===== config.mk =====
export PLATFORM = sky130hd
export DESIGN_NAME = match_window_counter
export DESIGN_NICKNAME = d
export VERILOG_FILES = /design/src/rtl/match_window_counter.sv
export SDC_FILE = /design/constraint.sdc
export NUM_CORES = 1
export LEC_CHECK = 0
export BUFFER_PORTS_ARGS = -buffer_cell sky130_fd_sc_hd__buf_4
export CORE_UTILIZATION = 30
export CTS_CLUSTER_SIZE = 28
export DETAILED_ROUTE_END_ITERATION = 10
export GPL_TIMING_DRIVEN = 0
export PLACE_DENSITY = 0.52
export SKIP_LAST_GASP = 1
export SLEW_MARGIN = 10
export SYNTH_ARGS = -nofsm -noshare
export SYNTH_HDL_FRONTEND = slang
export SYNTH_SLANG_ARGS = --single-unit
export TNS_END_PERCENT = 5

===== constraint.sdc =====
create_clock -name clk -period 2.7 [get_ports clk]
set_clock_uncertainty 0.1 [all_clocks]
set_input_delay 0.675 -clock clk [delete_from_list [all_inputs] [get_ports clk]]
set_output_delay 0.675 -clock clk [all_outputs]
set_load 0.05 [all_outputs]

===== src/rtl/match_window_counter.sv =====
// match_window_counter: counts detector hits over fixed windows of counted
// bit-times and hands each window count out through a one-entry report buffer.
module match_window_counter #(
  parameter int WIN_LEN = 16,
  parameter int CW      = 8
) (
  input  logic          clk,
  input  logic          rst,
  input  logic          en,
  input  logic          det,
  output logic          rpt_valid,
  input  logic          rpt_ready,
  output logic [CW-1:0] rpt_count,
  output logic          rpt_partial,
  output logic [15:0]   total_hits,
  output logic          drop,
  input  logic          clr_drop
);

  localparam int BW = $clog2(WIN_LEN);
  localparam logic [BW-1:0] LAST = BW'(WIN_LEN - 1);
  localparam logic [CW-1:0] CMAX = '1;

  typedef enum logic {
    IDLE,
    ACTIVE
  } state_t;

  state_t        state;
  state_t        state_nx;
  logic [BW-1:0] bit_cnt;
  logic [BW-1:0] bit_nx;
  logic [CW-1:0] win_cnt;
  logic [CW-1:0] win_nx;
  logic [CW-1:0] win_inc;
  logic [CW-1:0] load_cnt;
  logic          load;
  logic          load_part;
  logic          drop_ev;

  assign win_inc = (det && win_cnt != CMAX)
                 ? win_cnt + CW'(1) : win_cnt;

  // A report that arrives while the old one is still held is discarded.
  assign drop_ev = load && rpt_valid && !rpt_ready;

  // Window sequencing: open, accumulate, close full or cut short.
  always_comb begin
    state_nx  = state;
    bit_nx    = bit_cnt;
    win_nx    = win_cnt;
    load      = 1'b0;
    load_part = 1'b0;
    load_cnt  = win_cnt;
    unique case (state)
      IDLE: begin
        if (en) begin
          state_nx = ACTIVE;
          bit_nx   = BW'(1);
          win_nx   = CW'(det);
        end
      end
      ACTIVE: begin
        if (!en) begin
          load      = 1'b1;
          load_part = 1'b1;
          load_cnt  = win_cnt;
          state_nx  = IDLE;
          bit_nx    = '0;
          win_nx    = '0;
        end else if (bit_cnt == LAST) begin
          load     = 1'b1;
          load_cnt = win_inc;
          state_nx = IDLE;
          bit_nx   = '0;
          win_nx   = '0;
        end else begin
          bit_nx = bit_cnt + BW'(1);
          win_nx = win_inc;
        end
      end
      default: ;
    endcase
  end

  // Window state and counters.
  always_ff @(posedge clk or negedge rst) begin
    if (!rst) begin
      state   <= IDLE;
      bit_cnt <= '0;
      win_cnt <= '0;
    end else begin
      state   <= state_nx;
      bit_cnt <= bit_nx;
      win_cnt <= win_nx;
    end
  end

  // One-entry report buffer; a load beats a same-cycle pop.
  always_ff @(posedge clk or negedge rst) begin
    if (!rst) begin
      rpt_valid   <= 1'b0;
      rpt_count   <= '0;
      rpt_partial <= 1'b0;
    end else if (load && !drop_ev) begin
      rpt_valid   <= 1'b1;
      rpt_count   <= load_cnt;
      rpt_partial <= load_part;
    end else if (rpt_valid && rpt_ready) begin
      rpt_valid <= 1'b0;
    end
  end

  // Sticky drop flag; a new drop outranks a clear.
  always_ff @(posedge clk or negedge rst) begin
    if (!rst) begin
      drop <= 1'b0;
    end else if (drop_ev) begin
      drop <= 1'b1;
    end else if (clr_drop) begin
      drop <= 1'b0;
    end
  end

  // Saturating lifetime hit total over counted cycles.
  always_ff @(posedge clk or negedge rst) begin
    if (!rst) begin
      total_hits <= '0;
    end else if (en && det && total_hits != 16'hFFFF) begin
      total_hits <= total_hits + 16'd1;
    end
  end

endmodule


* Yosys cells after proc, flatten, opt, wreduce, memory -nomap -nowiden
Index checks and enable logic that the tools add are counted.
** Word-level totals
- Logic and storage cells :: 52
- Input bits :: 6
- Output and inout port bits :: 27
- Register bits :: 40
** Cells by class
- Add/sub/neg operators :: 3
- Reduce and logical (&&, ||, !) cells :: 11
- Eq/ne operators :: 4
- Muxes and demuxes :: 25
- Bitwise operators :: 1
** Operators with widths (count)
- 2-to-1 mux 8 bit :: 7
- adder 16 x 1 -> 16 bit (second input constant) :: 1
- inequality test 16 bit (second input constant) :: 1
- case mux 8 bit (2 select lines) :: 1
- 2-to-1 mux 1 bit :: 12
- 2-to-1 mux 4 bit :: 3
- adder 8 x 1 -> 8 bit (second input constant) :: 1
- inequality test 8 bit (second input constant) :: 1
- case mux 4 bit (2 select lines) :: 1
- logical AND 1 bit :: 7
- adder 4 x 1 -> 4 bit (second input constant) :: 1
- == test 4 bit (second input constant) :: 1
- nonzero test 2 bit :: 2
- zero test 1 bit :: 2
- inequality test 2 bit (second input constant) :: 1
- case mux 1 bit (2 select lines) :: 1
- NOT 1 bit :: 1

* Longest topological paths before layout
Gate-level depths: netlist of run 1.
- Depth in word-level cells :: 9
- Gate-level depth with buffers :: 7
- Depth with buffers taken out :: 5

* Least setup slack after synthesis of run 1
No wires, ideal clock.
- Path type :: register -> register
- Start :: register total_hits[8]
- End :: register total_hits[1]
- Cell stages (with the launch flop) :: 5
- Setup time :: 125 ps
- Setup slack :: 602 ps
- Buffers on the path :: 0
- Data arrival time :: 1873 ps
- Required time :: 2475 ps
- Clock period less this slack :: 2098 ps
- Cells stage by stage :: dfrtp_1 -> nand4_1 -> nor4_4 -> a21oi_1 -> mux2_2
** Between the ends
- Longest elaborated chain between the ends :: 2
** Ends and longest elaborated chain
- start, declared :: line 15 : output logic [15:0] total_hits,
- start signal, assigned :: line 130 : total_hits <= total_hits + 16'd1;
- inequality test 16 bit :: line 129 : end else if (en && det && total_hits != 16'hFFFF) begin
- logical AND 1 bit :: line 129
Every way passes these cells.
A chain may end at the register's enable or synchronous reset.

* Worst setup path in the final report of run 1
- Start :: register win_cnt[0]
- End :: register rpt_count[4]
** Between the ends
- Longest elaborated chain between the ends :: 6
- Elaborated cells on any way between the ends :: 7
- Those cells by class :: 1 x add/sub; 1 x eq/ne; 4 x mux; 1 x reduce/logical
** Ends and longest elaborated chain
- start, declared :: line 33 : logic [CW-1:0] win_cnt;
- start signal, assigned :: line 95 : win_cnt <= win_nx;
- parallel branches: the longest is 2 deep, another holds adder 8 x 1 -> 8 bit
- 2-to-1 mux 8 bit * :: line 42 : ? win_cnt + CW'(1) : win_cnt;
- 2-to-1 mux 8 bit * :: line 71 : end else if (bit_cnt == LAST) begin
- 2-to-1 mux 8 bit * :: line 64 : if (!en) begin
- 2-to-1 mux 8 bit * :: line 55 : unique case (state)
- end signal, assigned :: line 107 : rpt_count <= load_cnt;
- end, declared :: line 13 : output logic [CW-1:0] rpt_count,
Mark *: on every way between the ends.

==> summary.md, run 1 <==
| Metric | Value |
|---|---|
| Outcome | complete, no violations |
| FF/Latch Area | ~1000 µm² |
| Initial antenna violation count | 0 |
| Die W | 85.4 µm |
| Critical path startpoint category | register |
| Final WS setup | 0.685 ns |
| Gr usage total | around 14% |
| Vias | approximately 1800 |
| Clock buffer depth | 2 |
| Yosys cell types | 43 |
| RD Place Congestion | 0.754 |
| Cells after Synth | around 220 |
| Post-Syn Area | roughly 2100 µm² |
| Yosys Warn Count | 0 |
| Final wirelength | about 4.7 mm |
| Initial Util | slightly above 30% |
| RSZ-0062 raised after global routing | false |
| Element type at the critical path end | register |
| Overflow after GRT | 0 |
| Min Hold Slack | 0.235 ns |
| Wire length per cell | 13.9 µm |
| I/O pin cnt | 33 |
| Root Driver | clkbuf_8 |
| Buffers added on ports | 32 |
| Die Y | roughly 85 µm |
| Footprint of the multi-input gates | around 1000 µm² |
| Avg Inst Size Synth | between 9 and 10 µm² |
| Critical path class | reg -> reg |
| Cts hold-fix bufs | 0 |
| Top_reg_cell synth | dfrtp_1 |
| Area delta synth->final | 21.6% |
| Flops & latches, synth | 40 |
| Number of global-route vias before repair | between 1500 and 2000 |
| Setup TNS | 0 ns |
| Slew @ Worst Pin | ~0.55 ns |
| Post-DP HPWL | 3.30 mm |
| CTS Buf Count | 5 |
| Max Clk Rate | approximately 500 MHz |
| H-tree levels | 2 |
| Final core utilization | 37.6% |
| Slew margin rel. | 63.1% |
| Most common cell after layout, fill and taps aside | dfrtp_1 |
| Clk Latency, worst-skew pair | about 0.30 ns |
| Clk slew on worst S/H paths | around 0.080 ns |
| Final max-slew violation count | 0 |
| CTS tree | built |
| Synth async-reset ratio | 100% |
| Worst Hold Class | in -> async |
| R2R Path Start | win_cnt[0] |
| Net Count, Synth | 225 |
| Post-CTS sizing | 0 |
| Commonest non-fill, non-tap cells in the layout | 40 x dfrtp_1, 32 x buf_4, 18 x nand2_1 |
| Largest net degree at the start of global routing | 41 |
| Pre-CTS setup slack | between 0.4 and 0.5 ns |
| First-pass GRT wire length | approximately 8 mm |
| # DRC | 0 |
| Period minus WS final | approximately 2 ns |
| Maximum vdd drop | roughly 0.5 mV |
| Pwr Density | roughly 660 nW/µm² |
| Post-CTS Setup Bufs | 0 |
| Worst Setup SP | win_cnt[0] |
| Drt first-iter violations | 98 |
| Pre-antenna DRT Iters | 4 |
| Required @ worst endpoint | 2.77 ns |
| Die ar. | 7300 µm² |
| Hold Fails Final Rpt | 0 |
| Core box area | 6760 µm² |
| Nets | roughly 260 |
| Max-cap violations | 0 |
| Share of cells above drive strength 1 | roughly 20% |
| # rows | 30 |
| Routed Antenna Nets | 0 |
| Setup Viol. Count Final | 0 |
| Leak Pwr | about 1.2 nW |
| DR vias/cell | approximately 5.2 |
| Number of flops mapped to enable cells by yosys | 0 |
| CP arrival | around 2.1 ns |
| FILL cells | about 700 |
| # diodes | 0 |
| Clock sinks | 40 |
| Period Utilization, post-route | 74.6% |
| Sequential fraction of the synthesis area | 47.9% |
| CP max FO | 6 |
==> cell type report <==
type                    count  share of cell area [%]
multi-input cells         160                    39.7
flip-flops and latches     40                    39.4
repair buffers             32                    9.46
well taps                  80                    3.94
clock buffers               5                    2.71
plain buffers               9                    2.12
clock inverters             3                    1.67
inverters                   7                    1.03
==> worst max-delay path: stages (launching register included) <==
cell	delay, ns
dfrtp_1	0.46
ha_1	0.33
nand4_1	0.20
a2111oi_0	0.53
xnor2_1	0.20
o21ai_1	0.08
==> registers in the layout, summed over array words and instances, names as in the netlist <==
signal	cells
total_hits	16
rpt_partial	1
rpt_count	8
bit_cnt	4
drop	1
rpt_valid	1
state	1
win_cnt	8
==> cell usage after synthesis, types with 2 or more instances <==
cell type | number | share of area [%]
o21ai_0 | 14 | 3.4
nand2_1 | 18 | 3.2
or4_1 | 3 | 1.1
nand2b_1 | 2 | 0.60
a21oi_1 | 14 | 3.4
a31oi_1 | 9 | 2.7
and3_1 | 3 | 0.90
nor2_1 | 12 | 2.2
o21a_1 | 3 | 1.1
o31ai_1 | 3 | 1.1
or3_1 | 3 | 0.90
nand3_1 | 12 | 2.9
a211oi_1 | 2 | 0.72
o211ai_1 | 2 | 0.72
inv_1 | 7 | 1.3
dfrtp_1 | 40 | 48
and2_1 | 2 | 0.60
xor2_1 | 13 | 5.5
and4_1 | 4 | 1.7
clkbuf_1 | 2 | 0.36
nor3_1 | 9 | 2.2
buf_6 | 2 | 1.1
xnor2_1 | 4 | 1.7
ha_1 | 3 | 1.8
nand4_1 | 8 | 2.4
o22ai_1 | 2 | 0.60
buf_2 | 4 | 0.96
==> per-stage QoR <==
step	power, mW	instances	instance area (µm²)
after floorplan	1.05	216	2090
after detailed placement	1.20	328	2430
after global routing	1.78	336	2540
final	1.68	336	2540
after global placement	1.20	328	2430
after CTS	1.71	336	2540
==> power by group <==
| part | internal [mW] | leakage, nW | switching (mW) | total (mW) |
|---|---|---|---|---|
| Sequential | 0.663 | 0.519 | 0.0814 | 0.744 |
| Combinational | 0.137 | 0.583 | 0.307 | 0.445 |
| Clock | 0.273 | 0.0541 | 0.220 | 0.494 |
==> metal layers <==
layer | vias up | track usage, % | wire, µm
met3 | 7 | 3.40 | 215
met1 | 818 | 18.2 | 2290
li1 | 883 | - | -
met4 | 0 | 5.91 | 72
met5 | - | 0 | 0
met2 | 48 | 22.0 | 2090
==> worst paths after layout <==
check	endpoint	slack [ns]	cells past startpoint
max in group asynchronous	win_cnt[0]	1.89	1
worst min-delay path	rpt_valid	0.23	1
min in group clk	rpt_count[6]	0.38	2
worst min register to register	rpt_count[6]	0.38	2
worst max register to register	rpt_count[4]	0.69	5
worst max-delay path	rpt_count[4]	0.69	5
==> cell families (layout without fill, tap and decap cells) <==
logic type / count (synthesis) / after routing / share of synthesized area, %
multiplexers: 2 / 2 / 1.02
buffers and inverters: 16 / 56 / 3.83
AO/OA/AOI/OAI: 58 / 58 / 17.7
XOR/XNOR: 17 / 17 / 7.13
adder cells (fa/ha/maj): 3 / 3 / 1.80
flip-flops: 40 / 40 / 47.9
AND/OR/NAND/NOR: 80 / 80 / 20.6
Note: power is estimated with default switching activity, not from simulation.
==> run 2, diff against run 1 <==
clock period = 1.9 ns   (was 2.7 ns; I/O delays follow)
==> run 2 against run 1 <==
  * Non-clock buffer count increased by 1
  * Largest power group unchanged
  * Wire length decreased by 2.3%
  * Sequential power grew 42%
  * Critical path type unchanged
==> summary.md, run 2 (same netlist as run 1, synthesis figures left out) <==
| Metric | Value |
|---|---|
| Period minus WS final | 1.90 ns |
| Final wirelength | 4.56 mm |
| Share of cells above drive strength 1 | 25.3% |
| Top flop regs | total_hits x16, rpt_count x8, win_cnt x8 |
| Die W | 85.4 µm |
| Overflow after GRT | 0 |
| H-tree levels | 2 |
| Max Clk Rate | 527 MHz |
| Pre-antenna DRT Iters | 4 |
| FILL cells | roughly 720 |
| Element type at the critical path end | register |
| Die Y | between 80 and 90 µm |
| Area delta synth->final | 23.0% |
| Clock buffer depth | 2 |
| Outcome | complete, no violations |
| DR vias/cell | around 5.2 |
| Wire length on met1 | between 2 and 2.5 mm |
| Most common cell after layout, fill and taps aside | buf_4 |
| Clk Latency, worst-skew pair | slightly below 0.3 ns |
| CTS Buf Count | 5 |
| Leak Pwr | 1.14 nW |
| CP max FO | 10 |
| Total power | 2.31 mW |
| Max-cap violations | 0 |
| Setup Viol. Count Final | 0 |
| Number of global-route vias before repair | roughly 1600 |
| Maximum vdd drop | about 0.73 mV |
| Pre-CTS setup slack | -0.153 ns |
| Footprint of the multi-input gates | 1030 µm² |
| Critical path class | reg -> reg |
| CTS tree | built |
| Required @ worst endpoint | approximately 2.0 ns |
| WL met3 | roughly 200 µm |
| Root Driver | clkbuf_8 |
| Drt first-iter violations | between 80 and 90 |
| Max reg flops | 16 |
| Top sig layer | met4 |
| Initial antenna violation count | 0 |
| Slew @ Worst Pin | 0.528 ns |
| # DRC | 0 |
| Met2 wire len | just under 2 mm |
| Routed Antenna Nets | 0 |
| Critical path startpoint category | register |
| Slew margin rel. | 64.5% |
| Buffers added on ports | 32 |
| Cts hold-fix bufs | 0 |
| RSZ-0062 raised after global routing | true |
| Die ar. | between 7000 and 8000 µm² |
| Initial Util | between 30% and 40% |
| Commonest non-fill, non-tap cells in the layout | 33 x buf_4, 29 x dfrtp_1, 18 x nand2_1 |
| First-pass GRT wire length | ~7.6 mm |
| Biggest register | total_hits |
| CP arrival | roughly 2 ns |
| I/O pin cnt | 33 |
| Gr usage total | about an eighth |
| Vias | between 1500 and 2000 |
| Final WS setup | 0.00348 ns |
| RD Place Congestion | ~0.77 |
| # diodes | 0 |
| Worst Hold Class | in -> async |
| Post-DP HPWL | 3.26 mm |
| FF/Latch Area | between 1000 and 1500 µm² |
| Wire length per cell | between 10 and 15 µm |
| Clk slew on worst S/H paths | 0.08 ns |
| Core box area | between 6000 and 7000 µm² |
| # rows | 30 |
| Clock sinks | 40 |
| Final max-slew violation count | 0 |
| Pwr Density | ~900 nW/µm² |
| Period Utilization, post-route | around 100% |
| Nets | about 270 |
| Hold Fails Final Rpt | 0 |
| Largest net degree at the start of global routing | a little over 40 |
[run 2: critical path, cell delays in order (launching register included)]
cell	delay, ns
dfrtp_1	0.36
buf_2	0.16
and4_1	0.17
buf_6	0.13
a31o_4	0.26
or4_1	0.46
a31oi_1	0.16
[run 2: final cells by class]
cell class | instances | area share, %
inverters | 7 | 1.02
plain buffers | 9 | 2.09
well taps | 80 | 3.90
multi-input cells | 160 | 39.9
repair buffers | 33 | 9.64
flip-flops and latches | 40 | 39.5
clock buffers | 8 | 3.90
[run 2: timing repair]
item	4_1_cts	5_1_grt
setup buffers	1	0
pin swaps	1	0
resized for setup	2	3
endpoints found under the setup margin	8	15
gates cloned	0	0
[run 2: worst paths after layout]
check	from	to	slack [ns]	depth (start not counted)
max in group asynchronous	rst	total_hits[9]	1.27	1
hold reg to reg	rpt_count[6]	rpt_count[6]	0.38	2
setup reg to reg	win_cnt[3]	rpt_count[5]	0.003	6
min in group clk	clr_drop	drop	0.27	2
hold / removal	rst	drop	0.05	1
setup / recovery	win_cnt[3]	rpt_count[5]	0.003	6
[run 2: through the flow]
| stage | setup TNS, ns | cell area (µm²) | std cells | hold slack, ns | util (%) |
|---|---|---|---|---|---|
| 5_1_grt | -0.677 | 2570 | 337 | 0.0897 | 38.0 |
| 6_report | 0 | 2570 | 337 | 0.0521 | 38.0 |
| 3_5_place_dp | -1.04 | 2440 | 328 | 0.372 | 36.1 |
| 2_1_floorplan | 0 | 2100 | 216 | 0.0794 | - |
| 4_1_cts | -0.0550 | 2560 | 337 | 0.0707 | 37.8 |
| 3_3_place_gp | -1.06 | 2440 | 328 | 0.365 | 36.1 |
[run 2: layer usage]
metal | track usage (%) | vias to the layer above
met4 | 4.09 | 0
met5 | 0 | -
met2 | 20.9 | 44
li1 | - | 881
met3 | 3.21 | 5
met1 | 17.7 | 808
[run 2: report_power, final]
group / leakage (nW) / total (mW) / switching, mW / internal, mW
clock: 0.0515 / 0.616 / 0.285 / 0.331
combinational: 0.586 / 0.633 / 0.435 / 0.198
sequential: 0.503 / 1.06 / 0.116 / 0.949
total: 1.14 / 2.31 / 0.835 / 1.48
==> run 3, diff against run 2 <==
BUFFER_PORTS_ARGS = unset   (was -buffer_cell sky130_fd_sc_hd__buf_4)
DONT_BUFFER_PORTS = 1   (was unset)
PLACE_DENSITY = 0.48   (was 0.52)
SLEW_MARGIN = unset   (was 10)
==> run 3 against run 2 <==
  * Clock-buffer cell count shrank 2
  * Critical path depth is the same
  * Flip-flop and latch count is the same
  * Largest cell class unchanged
  * Die area is the same
  * Via count shrank 2.8%
  * Register-to-register slack gained 0.05 ns
  * Power shrank 1.0%
  * Highest routed layer unchanged
  * Core utilization shrank 1.2 points
  * Global-route usage grew 0.49 points
  * Non-clock buffer count shrank 22
==> summary.md, run 3 (same netlist as run 1, synthesis figures left out) <==
| Metric | Value |
|---|---|
| Total power | between 2 and 2.5 mW |
| Critical path startpoint category | register |
| Required @ worst endpoint | 1.96 ns |
| Hold Fails Final Rpt | 0 |
| Buffers added on ports | 0 |
| First-pass GRT wire length | ~7.8 mm |
| R2R Path End | total_hits[2] |
| Delay of the slowest critical-path stage | around 0.57 ns |
| Biggest register | total_hits |
| Nets | ~240 |
| Period Utilization, post-route | between 90% and 100% |
| Slew @ Worst Pin | 0.475 ns |
| Routed Antenna Nets | 0 |
| I/O pin cnt | 33 |
| Post-DP HPWL | between 3 and 4 mm |
| End of the critical path | total_hits[2] |
| Final max-slew violation count | 0 |
| Top flop regs | total_hits x16, rpt_count x8, win_cnt x8 |
| Max Clk Rate | 542 MHz |
| Dpl cells | roughly 300 |
| Outcome | complete, no violations |
| Maximum vdd drop | approximately 0.55 mV |
| Leak Pwr | 1.03 nW |
| CP delay by family, top | flip-flops |
| Worst Setup SP | total_hits[0] |
| # DRC | 0 |
| Period minus WS final | between 1.5 and 2 ns |
| Core box area | between 6000 and 7000 µm² |
| Element type at the critical path end | register |
| CTS Buf Count | 5 |
| Die W | 85.4 µm |
| Register share of total power | 59.4% |
| Largest net degree at the start of global routing | 41 |
| Max reg flops | 16 |
| Clock share of power | approximately 30% |
| WP depth | 6 |
| Final Non-Filler Cells | approximately 320 |
| Share of cells above drive strength 1 | between 20% and 30% |
| Critical path class | reg -> reg |
| Clk Latency, worst-skew pair | around 0.29 ns |
| Initial antenna violation count | 0 |
| CTS tree | built |
| Crit-path cells | ha_2 -> nand3_2 -> nor4_4 -> buf_4 -> a21oi_1 -> xor2_1 |
| RD Place Congestion | ~0.7 |
| CP max FO | 5 |
| Setup TNS | 0 ns |
| Most common cell after layout, fill and taps aside | dfrtp_1 |
| DR vias/cell | ~5.3 |
| Worst Hold Class | in -> reg |
| Initial Util | approximately 31% |
| Root Driver | clkbuf_8 |
| Reg2Reg Depth | 6 |
| Clock sinks | 40 |
| Slowest-stage cell, CP | dfrtp_2 |
| Pre-antenna DRT Iters | 4 |
| Worst R2R Setup Slack | 0.05 ns |
| Post-Layout Inst Area | approximately 2500 µm² |
| Number of global-route vias before repair | between 1500 and 2000 |
| Gr usage total | around 14% |
| Setup Viol. Count Final | 0 |
| # rows | 30 |
| Drt first-iter violations | 102 |
| CP arrival | approximately 1.9 ns |
| Die ar. | 7300 µm² |
| Die Y | between 80 and 90 µm |
| H-tree levels | 2 |
| Clock buffer depth | 2 |
| Logic pwr share | about a tenth |
| Vias | 1690 |
| Switch share | between 30% and 40% |
| Final wirelength | 4.84 mm |
| Area delta synth->final | 19.1% |
| Commonest non-fill, non-tap cells in the layout | 23 x dfrtp_1, 18 x nand2_1, 17 x dfrtp_2 |
| Overflow after GRT | 0 |
| Slew margin rel. | between 60% and 70% |
| Placed inst area | approximately 2200 µm² |
| Switching pwr | around 840 µW |
| # diodes | 0 |
| Min Hold Slack | around 0.18 ns |
| R2R Path Start | total_hits[0] |
| Clk slew on worst S/H paths | ~0.08 ns |
| RSZ-0062 raised after global routing | true |
| Worst Path Buf+Inv | 1 |
| Wire length per cell | about 15 µm |
| Internal power | about 1.4 mW |
| Pwr Density | 920 nW/µm² |
| Max-cap violations | 0 |
==> run 3: cell count changes in the layout (fill, tap and decap cells not counted), moves of 2 or more <==
cell      previous run  this run
buf_4               33        11
dfrtp_1             29        23
dfrtp_2             11        17
buf_2                4         2
clkbuf_8             7         5
ha_1                 2         0
ha_2                 1         3
nand3_2              0         2
==> run 3: stage by stage <==
| step | util (%) | setup slack, ns |
|---|---|---|
| after floorplan | - | 0.0168 |
| after global placement | 32.6 | -0.164 |
| after detailed placement | 32.6 | -0.170 |
| after CTS | 35.2 | -0.0611 |
| after global routing | 36.8 | -0.0480 |
| final | 36.8 | 0.0548 |
==> run 3: area by class of cell <==
cell class,count,area (µm²)
fillers,693,4270
multi-input cells,161,1070
flip-flops and latches,40,1020
repair buffers,13,113
well taps,80,100
clock buffers,6,72.6
plain buffers,7,52.6
clock inverters,2,35.0
inverters,7,26.3
==> run 3: what timing repair did <==
item	4_1_cts	5_1_grt
endpoints found under the hold margin	40	0
cloned	0	1
buffers inserted	3	8
hold buffers	2	0
pin swaps	3	8
gates resized for setup	5	18
setup endpoints to repair	21	25
==> run 3: how the worst min path moves through the flow <==
stage               cells after the start         end      from  slack [ns]
finish                                  1        drop  clr_drop        0.18
global route                            1        drop  clr_drop        0.18
CTS                                     1        drop  clr_drop        0.17
global placement                        0   rpt_valid       rst        0.08
floorplan                               0  bit_cnt[0]       rst        0.08
detailed placement                      0   rpt_valid       rst        0.08
==> run 3: power by group through the flow <==
stage                     combinational (mW)  clock (mW)  sequential [mW]
final                                  0.242       0.688             1.36
after global routing                   0.280       0.744             1.38
after CTS                              0.233       0.714             1.36
after detailed placement               0.199           0             1.37
after global placement                 0.191           0             1.37
after floorplan                        0.163           0             1.33
==> run 3: routing by layer <==
metal / share of wire [%] / track usage (%) / up-vias
li1: - / - / 839
met1: 46 / 17.3 / 798
met2: 47 / 21.6 / 49
met3: 6.6 / 4.67 / 4
met4: 1.0 / 5.00 / 0
met5: 0 / 0 / -
